$ cat src/rtl/taxi_uart_pkg.sv
// Shared definitions for the taxi UART transmitter and receiver.
// The bit period is prescale << PRESCALE_SHIFT clock cycles on both sides.
package taxi_uart_pkg;

  localparam int PRESCALE_SHIFT = 3;

  typedef enum logic [2:0] {
    RX_IDLE,
    RX_START,
    RX_DATA,
    RX_STOP,
    RX_WAIT_IDLE
  } uart_rx_state_t;

endpackage

$ cat src/rtl/taxi_uart_rx.sv
// UART receiver with an AXI4-Stream style byte output.
// The line is oversampled at prescale*8 clocks per bit. After the start edge the
// receiver waits half a bit, then samples each data bit (LSB first) and the stop
// bit at its midpoint. Good frames are presented on the m_axis_rx_* source
// signals (the tdata/tvalid/tready members of a taxi_axis_if source; the other
// sidebands are not used). A low stop bit raises frame_error. A byte completing
// while the previous one is still waiting raises overrun_error.
module taxi_uart_rx
  import taxi_uart_pkg::*;
#(
  parameter int DATA_W = 8
) (
  input  logic              clk,
  input  logic              rst_n,
  output logic [DATA_W-1:0] m_axis_rx_tdata,
  output logic              m_axis_rx_tvalid,
  input  logic              m_axis_rx_tready,
  input  logic              rxd,
  output logic              busy,
  output logic              overrun_error,
  output logic              frame_error,
  input  logic [15:0]       prescale
);

  localparam int CNT_W = 16 + PRESCALE_SHIFT;

  uart_rx_state_t    state, state_next;
  logic [CNT_W-1:0]  cnt, cnt_next;
  logic [3:0]        bit_cnt, bit_cnt_next;
  logic [DATA_W-1:0] shreg, shreg_next;
  logic [15:0]       prescale_reg, prescale_next;
  logic [DATA_W-1:0] tdata_next;
  logic              tvalid_next;
  logic              busy_next;
  logic              overrun_next;
  logic              frame_next;
  logic [1:0]        rxd_sync;
  logic              rxd_s;

  // Full bit period minus one, used to reload the bit timer.
  function automatic logic [CNT_W-1:0] bit_ticks_m1(input logic [15:0] ps);
    return (CNT_W'(ps) << PRESCALE_SHIFT) - CNT_W'(1);
  endfunction

  // Half bit period minus one, so the first sample lands mid start bit.
  function automatic logic [CNT_W-1:0] half_ticks_m1(input logic [15:0] ps);
    return (CNT_W'(ps) << (PRESCALE_SHIFT - 1)) - CNT_W'(1);
  endfunction

  assign rxd_s = rxd_sync[1];

  // Two-flop synchronizer for the asynchronous line; resets to idle-high.
  always_ff @(posedge clk or negedge rst_n) begin
    if (!rst_n) begin
      rxd_sync <= 2'b11;
    end else begin
      rxd_sync <= {rxd_sync[0], rxd};
    end
  end

  // State and datapath registers; reset aborts any frame in flight.
  always_ff @(posedge clk or negedge rst_n) begin
    if (!rst_n) begin
      state            <= RX_IDLE;
      cnt              <= '0;
      bit_cnt          <= '0;
      shreg            <= '0;
      prescale_reg     <= '0;
      m_axis_rx_tdata  <= '0;
      m_axis_rx_tvalid <= 1'b0;
      busy             <= 1'b0;
      overrun_error    <= 1'b0;
      frame_error      <= 1'b0;
    end else begin
      state            <= state_next;
      cnt              <= cnt_next;
      bit_cnt          <= bit_cnt_next;
      shreg            <= shreg_next;
      prescale_reg     <= prescale_next;
      m_axis_rx_tdata  <= tdata_next;
      m_axis_rx_tvalid <= tvalid_next;
      busy             <= busy_next;
      overrun_error    <= overrun_next;
      frame_error      <= frame_next;
    end
  end

  // Frame sequencing, bit timing and output handshake.
  always_comb begin
    state_next    = state;
    cnt_next      = cnt;
    bit_cnt_next  = bit_cnt;
    shreg_next    = shreg;
    prescale_next = prescale_reg;
    tdata_next    = m_axis_rx_tdata;
    tvalid_next   = m_axis_rx_tvalid;
    busy_next     = busy;
    overrun_next  = 1'b0;
    frame_next    = 1'b0;

    if (m_axis_rx_tvalid && m_axis_rx_tready) begin
      tvalid_next = 1'b0;
    end

    case (state)
      RX_IDLE: begin
        if (prescale != 16'd0 && !rxd_s) begin
          prescale_next = prescale;
          cnt_next      = half_ticks_m1(prescale);
          busy_next     = 1'b1;
          state_next    = RX_START;
        end
      end
      RX_START: begin
        if (cnt != '0) begin
          cnt_next = cnt - CNT_W'(1);
        end else if (!rxd_s) begin
          cnt_next     = bit_ticks_m1(prescale_reg);
          bit_cnt_next = 4'(DATA_W);
          state_next   = RX_DATA;
        end else begin
          busy_next  = 1'b0;
          state_next = RX_IDLE;
        end
      end
      RX_DATA: begin
        if (cnt != '0) begin
          cnt_next = cnt - CNT_W'(1);
        end else begin
          shreg_next   = {rxd_s, shreg[DATA_W-1:1]};
          bit_cnt_next = bit_cnt - 4'd1;
          cnt_next     = bit_ticks_m1(prescale_reg);
          if (bit_cnt == 4'd1) begin
            state_next = RX_STOP;
          end
        end
      end
      RX_STOP: begin
        if (cnt != '0) begin
          cnt_next = cnt - CNT_W'(1);
        end else begin
          busy_next = 1'b0;
          if (rxd_s) begin
            tdata_next   = shreg;
            tvalid_next  = 1'b1;
            overrun_next = m_axis_rx_tvalid && !m_axis_rx_tready;
            state_next   = RX_IDLE;
          end else begin
            frame_next = 1'b1;
            state_next = RX_WAIT_IDLE;
          end
        end
      end
      RX_WAIT_IDLE: begin
        if (rxd_s) begin
          state_next = RX_IDLE;
        end
      end
      default: begin
        state_next = RX_IDLE;
      end
    endcase
  end

endmodule

$ cat config.mk
export PLATFORM = sky130hd
export DESIGN_NAME = taxi_uart_rx
export DESIGN_NICKNAME = d
export VERILOG_FILES = /design/src/rtl/taxi_uart_pkg.sv /design/src/rtl/taxi_uart_rx.sv
export SDC_FILE = /design/constraint.sdc
export NUM_CORES = 1
export LEC_CHECK = 0
export ABC_AREA = 1
export BUFFER_PORTS_ARGS = -buffer_cell sky130_fd_sc_hd__clkbuf_2
export CORE_ASPECT_RATIO = 1.4
export CORE_MARGIN = 4
export CORE_UTILIZATION = 51
export DETAILED_ROUTE_END_ITERATION = 12
export GPL_TIMING_DRIVEN = 0
export HOLD_SLACK_MARGIN = 0.05
export PLACE_DENSITY = 0.72
export SYNTH_ARGS = -nofsm -noshare
export SYNTH_HDL_FRONTEND = slang
export SYNTH_SLANG_ARGS = --single-unit
$ cat constraint.sdc
create_clock -name clk -period 1.6 [get_ports clk]
set_input_delay 0.24 -clock clk [delete_from_list [all_inputs] [get_ports clk]]
set_output_delay 0.24 -clock clk [all_outputs]
set_load 0.02 [all_outputs]
==> summary by stage, run 1 <==
Status
The flow ran to the end, but the final reports show violations. The checks that failed: negative setup slack.

Setup path
STA puts the critical path data arrival time at 2150 ps. The most frequent cell on the critical path is nand2_4. The signal on the critical path passes through inv_2 > ha_4 > inv_2 > nor2_4 > nand2_4 > nor2_4 > nand3_4 > nand2_4 > nand2_4 > buf_6 > o21ai_4 > nand3_2 > nand2_1 > nand2_1. The largest individual stage delay along the critical path comes from the cell dfrtp_1. The worst setup path is launched from a register.

STA classifies the critical path endpoint as a register. The highest cell delay on the worst timing path is 390 ps. Of all nets on the critical path, the largest fanout is 5. The class of the most critical setup path is reg -> reg.

Together, buffers and inverters on the worst path number 3. The required time of the critical path is 1820 ps. The critical path's top delay family is simple AND/OR/NAND/NOR gates.

Layout
The non-filler instance count after layout is 822. 0 antenna diodes ended up in the layout. In the layout the commonest cells are nand2_1, nor2_1, inv_1. The register with the most flip-flops in the layout has 19 of them. In the final layout, the share of cells above drive strength 1 is 22.9%. The library cell used most frequently in the layout, excluding fill and tap cells, is nand2_1. The synthesis-to-layout area growth is 25.5%.

Summing all non-filler instances in the final layout gives an area of 5450 um2. The final net count is 742. For this run, the share of the core covered by cells in the final layout is 66.1%. The filler cells instantiated in the layout total 719.

STA
The max-slew violation count is 0. Headroom to the max-slew limit came out at 74.0%. The sum of negative setup slack is -9730 ps. The post-route fraction of the period consumed by the critical path is 120%. The count of endpoints failing hold in the final timing report is 0. Setup repair after global routing could not meet its margin everywhere.

Across all setup checks in the final design, the least slack found is -327 ps. The post-route clock skew is 4.63 ps. After layout, the minimum clock period comes to 1930 ps. The highest achievable clock rate is 0.519 GHz. The total of endpoints with negative setup slack in the final report is 45. The slew of the pin with the lowest slew margin is 389 ps.

GRT
The via count of the first global-routing pass was 4228. The wire length of the first global-routing pass is 20900 um. For this run the aggregate overflow at the end of global routing stands at 0. Entering global routing, the biggest net connects 39 pins. Global routing used 27.0% of the available tracks across all layers. The number of antenna violations at the first check in global routing is 0.

Clocking
The number of buffers added by the clock tree synthesis step is 9. The clock passes through at most 2 buffers. The clock sink count is 64. The number of levels in the clock H-tree is 3. The clock transition at the register clock pins on the worst setup and hold paths after CTS is 60 ps. The CTS tree is built. Clock tree synthesis selected as its root buffer the cell clkbuf_16. The worst-skew pair later-pin latency is 330 ps.

Floorplan
Row generation in the floorplan step produced 39 rows. 32 I/O pins were placed. The placeable core region is 8250 um2. The die is 117 um tall. The die covers 10100 um2. The die span in x is 86.0 um. The initial standard-cell utilization of the core is 52.6%.

Yosys
Summing every instance area after synthesis gives 4340 um2. The most used flip-flop cell after synthesis is dfrtp_1. When the netlist entered floorplanning its net count stood at 670.

The post-synthesis sequential area ratio is 37.0%. The number of instances in the synthesized netlist is 643. The portion of synthesized area spent on multiplexers is 0%.

The main combinational cell family by area after synthesis is simple AND/OR/NAND/NOR gates. The number of warnings reported in the yosys synthesis log is 0. The synthesized netlist devotes 10.6% of its cell area to compound gates. The number of enable-type register cells in the synthesized netlist is 0.

The number of synthesized register bits is 64. The count of cell types in the netlist is 35. The parity-gate share of the synthesized area counting xor and xnor cells is 2.22%. The simple-gate portion of the synthesized area is 39.3%.

The mean cell area of the mapped netlist is 6.75 um2. The fraction of the mapped netlist area in adder cells is 2.02%. The proportion of register bits with asynchronous set or reset after synthesis is 100%.

Detailed routing
Dividing the detail-routed via count by the number of cells gives 5.41. The detailed-route wire length per cell is 15.9 um. The count of antenna-violating nets left after detailed routing is 0.

The total routed wirelength is 13000 um. The violation count after the first detailed-route iteration is 378. The first detailed-routing pass took 5 iterations. After detailed routing, the number of remaining DRC violations is 0. The detailed router placed 4448 vias in this run.

Placed design
Once placement completed, the tool counted placed cells totaling 777. During placement, the flow inserted port buffers numbering 31. In this run the cell area measured after placement is 4660 um2. The estimated wirelength of the detail-placed design is 9250 um. The pre-CTS setup slack is -435 ps. The final weighted congestion in routability-driven placement is 0.956.

Power
The largest vdd supply drop is 0.927 mV. Summed over all cells, the static leakage comes to 0.00272 uW. The total power divided by cell area is 1740 nW/um2.

Run
Across the run, the number of max-cap violations was 0.

Min path
The type of the tightest min-delay check is in -> reg.
## Yosys cell counts, types with 2 or more instances
cell type | count | area (um2)
o21ai_0 | 38 | 190
ha_1 | 7 | 87.6
buf_4 | 3 | 22.5
nand2_1 | 190 | 713
o21ai_1 | 10 | 50.1
nand4_1 | 5 | 31.3
xnor2_1 | 2 | 17.5
nand2_4 | 2 | 22.5
nor2_2 | 4 | 25.0
inv_2 | 3 | 11.3
nand3_4 | 2 | 35.0
o21ai_2 | 9 | 78.8
dfrtp_1 | 62 | 1550
nand2_2 | 3 | 18.8
inv_1 | 76 | 285
dfstp_2 | 2 | 52.6
nor2_4 | 8 | 90.1
a21oi_1 | 19 | 95.1
buf_6 | 4 | 45.0
nand3_2 | 2 | 20.0
nand3_1 | 58 | 290
clkbuf_1 | 4 | 15.0
nand3b_1 | 4 | 30.0
xor2_1 | 9 | 78.8
nor3_1 | 4 | 20.0
o21bai_1 | 4 | 30.0
nor2_1 | 101 | 379
## cell type report
| cell class | count | area [um2] | share of cell area (%) |
|---|---|---|---|
| multi-input cells | 489 | 2580 | 47.4 |
| flip-flops and latches | 64 | 1600 | 29.4 |
| repair buffers | 59 | 400 | 7.35 |
| inverters | 80 | 304 | 5.58 |
| clock buffers | 9 | 225 | 4.13 |
| well taps | 102 | 128 | 2.34 |
| plain buffers | 12 | 109 | 2.00 |
| clock inverters | 7 | 96.3 | 1.77 |
## power by group
| part | switching [uW] | internal [uW] | leakage [uW] |
|---|---|---|---|
| Combinational | 2910 | 1750 | 0.00175 |
| Clock | 763 | 1370 | 0.000159 |
| Sequential | 592 | 2110 | 0.000818 |
| Total | 4260 | 5220 | 0.00272 |
## through the flow
stage,power [uW],hold slack [ps]
after floorplan,5340,-55.6
after global placement,6280,328
after detailed placement,6360,212
after CTS,9000,154
after global routing,10100,216
final,9490,154
## worst register-to-register path, delay by kind of cell (launching register included)
family	cells	cell delay (ps)
simple gates	9	920
flops	1	390
buf+inv	3	280
fa+ha+maj	1	140
compound gates	1	70
## layer usage
layer	vias up	global-route usage [%]	wire, um	part of all wire (%)
met5	-	0	0	0
met2	186	46.0	6550	50
met4	0	14.4	649	5.0
met3	44	4.83	656	5.0
li1	2176	-	-	-
met1	2042	32.3	5190	40
## worst paths after layout
kind	start	slack, ps	end	cells past startpoint
worst max-delay path	cnt[0]$_DFFE_PN0P_	-330	cnt[12]$_DFFE_PN0P_	14
worst min-delay path	m_axis_rx_tready	150	overrun_error$_DFF_PN0_	4
worst min register to register	rxd_sync[0]$_DFF_PN1_	350	rxd_sync[1]$_DFF_PN1_	0
worst max register to register	cnt[0]$_DFFE_PN0P_	-330	cnt[12]$_DFFE_PN0P_	14
max in group asynchronous	rst_n	610	rxd_sync[0]$_DFF_PN1_	3
min in group asynchronous	rst_n	390	cnt[1]$_DFFE_PN0P_	2
## kinds of logic after synthesis
logic type,Yosys count
flip-flops,64
buffers and inverters,92
adder cells (fa/ha/maj),7
XOR/XNOR,11
AND/OR/NAND/NOR,387
AO/OA/AOI/OAI,82
## what timing repair did
item / 4_1_cts / 5_1_grt
pin swaps: 12 / 11
resized for setup: 39 / 35
hold endpoints to repair: 27 / 0
endpoints found under the setup margin: 61 / 61
hold buffers: 2 / 0
buffers inserted: 14 / 7
gates cloned: 4 / 2
(Power assumes the default switching activity.)
==> run 2: changes to the inputs <==
--- a/config.mk
+++ b/config.mk
@@ -14,6 +14,7 @@
 export GPL_TIMING_DRIVEN = 0
 export HOLD_SLACK_MARGIN = 0.05
 export PLACE_DENSITY = 0.72
+export SETUP_SLACK_MARGIN = 0.15
 export SYNTH_ARGS = -nofsm -noshare
 export SYNTH_HDL_FRONTEND = slang
 export SYNTH_SLANG_ARGS = --single-unit
==> run 2 against run 1 <==
  * The run still ends with negative setup slack left
  * Final cell count is 1.3% higher
  * Maximum frequency is 0.45% lower
  * Sequential power hardly changed
  * Routed wire length up 1.8%
  * Clock-buffer cell count rose by 1
  * Worst hold slack lost 110 ps
  * First-iteration DRC count is 28% lower
  * Highest routed layer unchanged
  * Power is 3.1% higher
  * Combinational power is 7.9% higher
  * Non-clock buffer count up 11
  * Global-route usage decreased by 0.52 points
==> summary by stage, run 2 (synthesis results as in run 1) <==
Status
Run status: finished with violations (unchanged). Violated checks: negative setup slack (unchanged).

GRT
The wire length of the first global-routing pass is 20600 um (was 20900 um). The global-route total usage across every layer is 26.5% (was 27.0%). The number of antenna violations at the first check in global routing is 0 (unchanged). The overflow left after global routing came to 0 (unchanged). The pin count of the biggest net entering global routing is 65 (was 39). The via count of the first global-routing pass was 4360 (was 4228).

Power
The total power draw is 9780 uW (was 9490 uW). The total power divided by cell area was 1690 nW/um2 (was 1740 nW/um2). The largest vdd supply drop is 0.962 mV (was 0.927 mV). The total leakage power is 0.00281 uW (was 0.00272 uW).

Setup path
The kind of start point of the critical path is a register (unchanged). The required time of the critical path is 1860 ps (was 1820 ps). The class of the most critical setup path is reg -> reg (unchanged).

The maximum net fanout on the critical path was 4 (was 5). The endpoint type of the worst setup path is a register (unchanged). The endpoint arrival time on the critical path came to 2200 ps (was 2150 ps).

Clocking
The worst-skew pair later-pin latency came to 340 ps (was 330 ps). The number of levels in the clock H-tree came to 3 (unchanged). The CTS tree is built (unchanged).

The clock tree root driver cell is clkbuf_16 (unchanged). The number of buffers added by the clock tree synthesis step came to 9 (unchanged). The clock sink count is 64 (unchanged). The number of buffers on the longest clock path is 2 (unchanged). The clock transition at the register clock pins on the worst setup and hold paths after CTS came to 60 ps (about the same).

Floorplan
The placeable core region came to 8250 um2 (unchanged). The initial standard-cell utilization of the core is 52.6% (unchanged). The floorplan die area is 10100 um2 (unchanged). The number of primary I/O pins came to 32 (unchanged). The total number of placement rows is 39 (unchanged).

The die span in x is 86.0 um (unchanged). The die outline height came to 117 um (unchanged).

Layout
The final net count is 753 (was 742). The synthesis-to-layout area growth came to 33.7% (was 25.5%). Commonest non-fill, non-tap cells in the layout: nand2_1, nor2_1, inv_1 (unchanged). The antenna cell count is 0 (unchanged). The most common cell after layout, fill and taps aside is nand2_1 (unchanged). The proportion of layout cells with a drive suffix above 1 is 30.8% (was 22.9%). The number of filler instances in the final layout is 628 (was 719). The number of flip-flops under the largest register name came to 19 (unchanged).

Detailed routing
The total routed wirelength is 13300 um (was 13000 um). The violation count after the first detailed-route iteration is 274 (was 378). The count of antenna-violating nets left after detailed routing is 0 (unchanged). The detailed-route wire length per cell came to 15.9 um (about the same). The first-pass iteration count of the detailed router is 7 (was 5).

The vias after detailed routing is 4530 (was 4448). The count of unresolved DRC violations after routing is 0 (unchanged). The number of vias per cell after detailed routing is 5.44 (was 5.41).

STA
The max-slew violation count is 0 (unchanged). The slew of the pin with the lowest slew margin came to 920 ps (was 389 ps). The worst setup margin came to -336 ps (was -327 ps).

The highest achievable clock rate is 0.517 GHz (was 0.519 GHz). The clock period minus final worst setup slack came to 1940 ps (was 1930 ps). The total of endpoints with negative setup slack in the final report was 46 (was 45). RSZ-0062 raised after global routing: yes (unchanged). The post-route fraction of the period consumed by the critical path came to 121% (was 120%).

The count of endpoints failing hold in the final timing report is 0 (unchanged). The max-slew headroom at the worst pin is 38.7% (was 74.0%). The final-layout worst hold slack is 47.8 ps (was 154 ps). The post-route clock skew came to 7.10 ps (was 4.63 ps).

Placed design
The count of input and output buffers is 31 (unchanged). The estimated wirelength of the detail-placed design came to 8730 um (was 9250 um). The final weighted congestion in routability-driven placement was 0.917 (was 0.956).

Min path
The type of the tightest min-delay check is in -> async (was in -> reg).

Run
The total of max-cap violations is 0 (unchanged).
==> run 2: cell types whose count changed in the layout (fill, tap and decap cells not counted), sizes merged <==
cell         previous run  this run
clkinvlp                0         2
buf                    35        48
bufinv                  2         1
dlygate4sd3             2         1
clkinv                  6         5
inv                    79        78
==> run 2: stage by stage <==
stage	setup TNS (ps)	instance area, um2	instances	util (%)	worst slack, ps
floorplan	-452	4370	643	-	-65.3
global placement	-24320	4650	776	56.4	-355
detailed placement	-16120	4650	776	56.4	-366
CTS	-7670	5390	818	65.3	-268
global route	-13550	5800	833	70.4	-452
finish	-7820	5800	833	70.4	-336
==> run 2: where the power goes <==
group	switching [uW]	internal [uW]	total (uW)	leakage, uW
Combinational	3090	1940	5030	0.00184
Clock	782	1250	2040	0.000149
Sequential	610	2110	2720	0.000818
==> run 2: path summary, 6_finish.rpt <==
| kind | end | cells past startpoint | start | slack, ps |
|---|---|---|---|---|
| worst max-delay path | bit_cnt[3]$_DFFE_PN0P_ | 12 | cnt[0]$_DFFE_PN0P_ | -340 |
| worst min-delay path | cnt[6]$_DFFE_PN0P_ | 1 | rst_n | 50 |
| worst max register to register | bit_cnt[3]$_DFFE_PN0P_ | 12 | cnt[0]$_DFFE_PN0P_ | -340 |
| worst min register to register | rxd_sync[1]$_DFF_PN1_ | 0 | rxd_sync[0]$_DFF_PN1_ | 360 |
| max in group asynchronous | state[0]$_DFFE_PN0P_ | 1 | rst_n | 940 |
| min in group clk | overrun_error$_DFF_PN0_ | 4 | m_axis_rx_tready | 170 |
==> run 2: layout make-up <==
| cell class | count | area, um2 | area share [%] |
|---|---|---|---|
| multi-input combinational | 489 | 2780 | 47.9 |
| sequential | 64 | 1600 | 27.6 |
| timing repair buffer | 70 | 523 | 9.01 |
| inverter | 80 | 317 | 5.46 |
| clock buffer | 10 | 239 | 4.12 |
| buffer | 12 | 144 | 2.48 |
| tap | 102 | 128 | 2.20 |
| clock inverter | 6 | 68.8 | 1.19 |
==> run 2: metal layers <==
metal  GRT usage [%]  routed length (um)  vias to the layer above
met5               0                   0                        -
met4            12.5                 532                        0
met3            4.62                 646                       42
met2            47.4                6830                      160
met1            30.4                5270                     2116
li1                -                   -                     2212
==> run 2: what timing repair did <==
item / 4_1_cts / 5_1_grt
buffers inserted: 20 / 13
gates cloned: 5 / 2
resized for setup: 67 / 100
endpoints found under the setup margin: 61 / 62
pin swaps: 11 / 15
hold endpoints to repair: 1 / 0
hold buffers: 1 / 0
==> run 2: worst max-delay path, cell delays in order (launching register included) <==
cell      delay (ps)
dfrtp_1          390
inv_2             80
ha_4             140
inv_2             40
nor2_4            80
nand2_2           70
nor2_4           160
nand3_4          110
buf_6            160
nor2_4           160
nand3_2           80
or2_0            250
nand3b_1         140
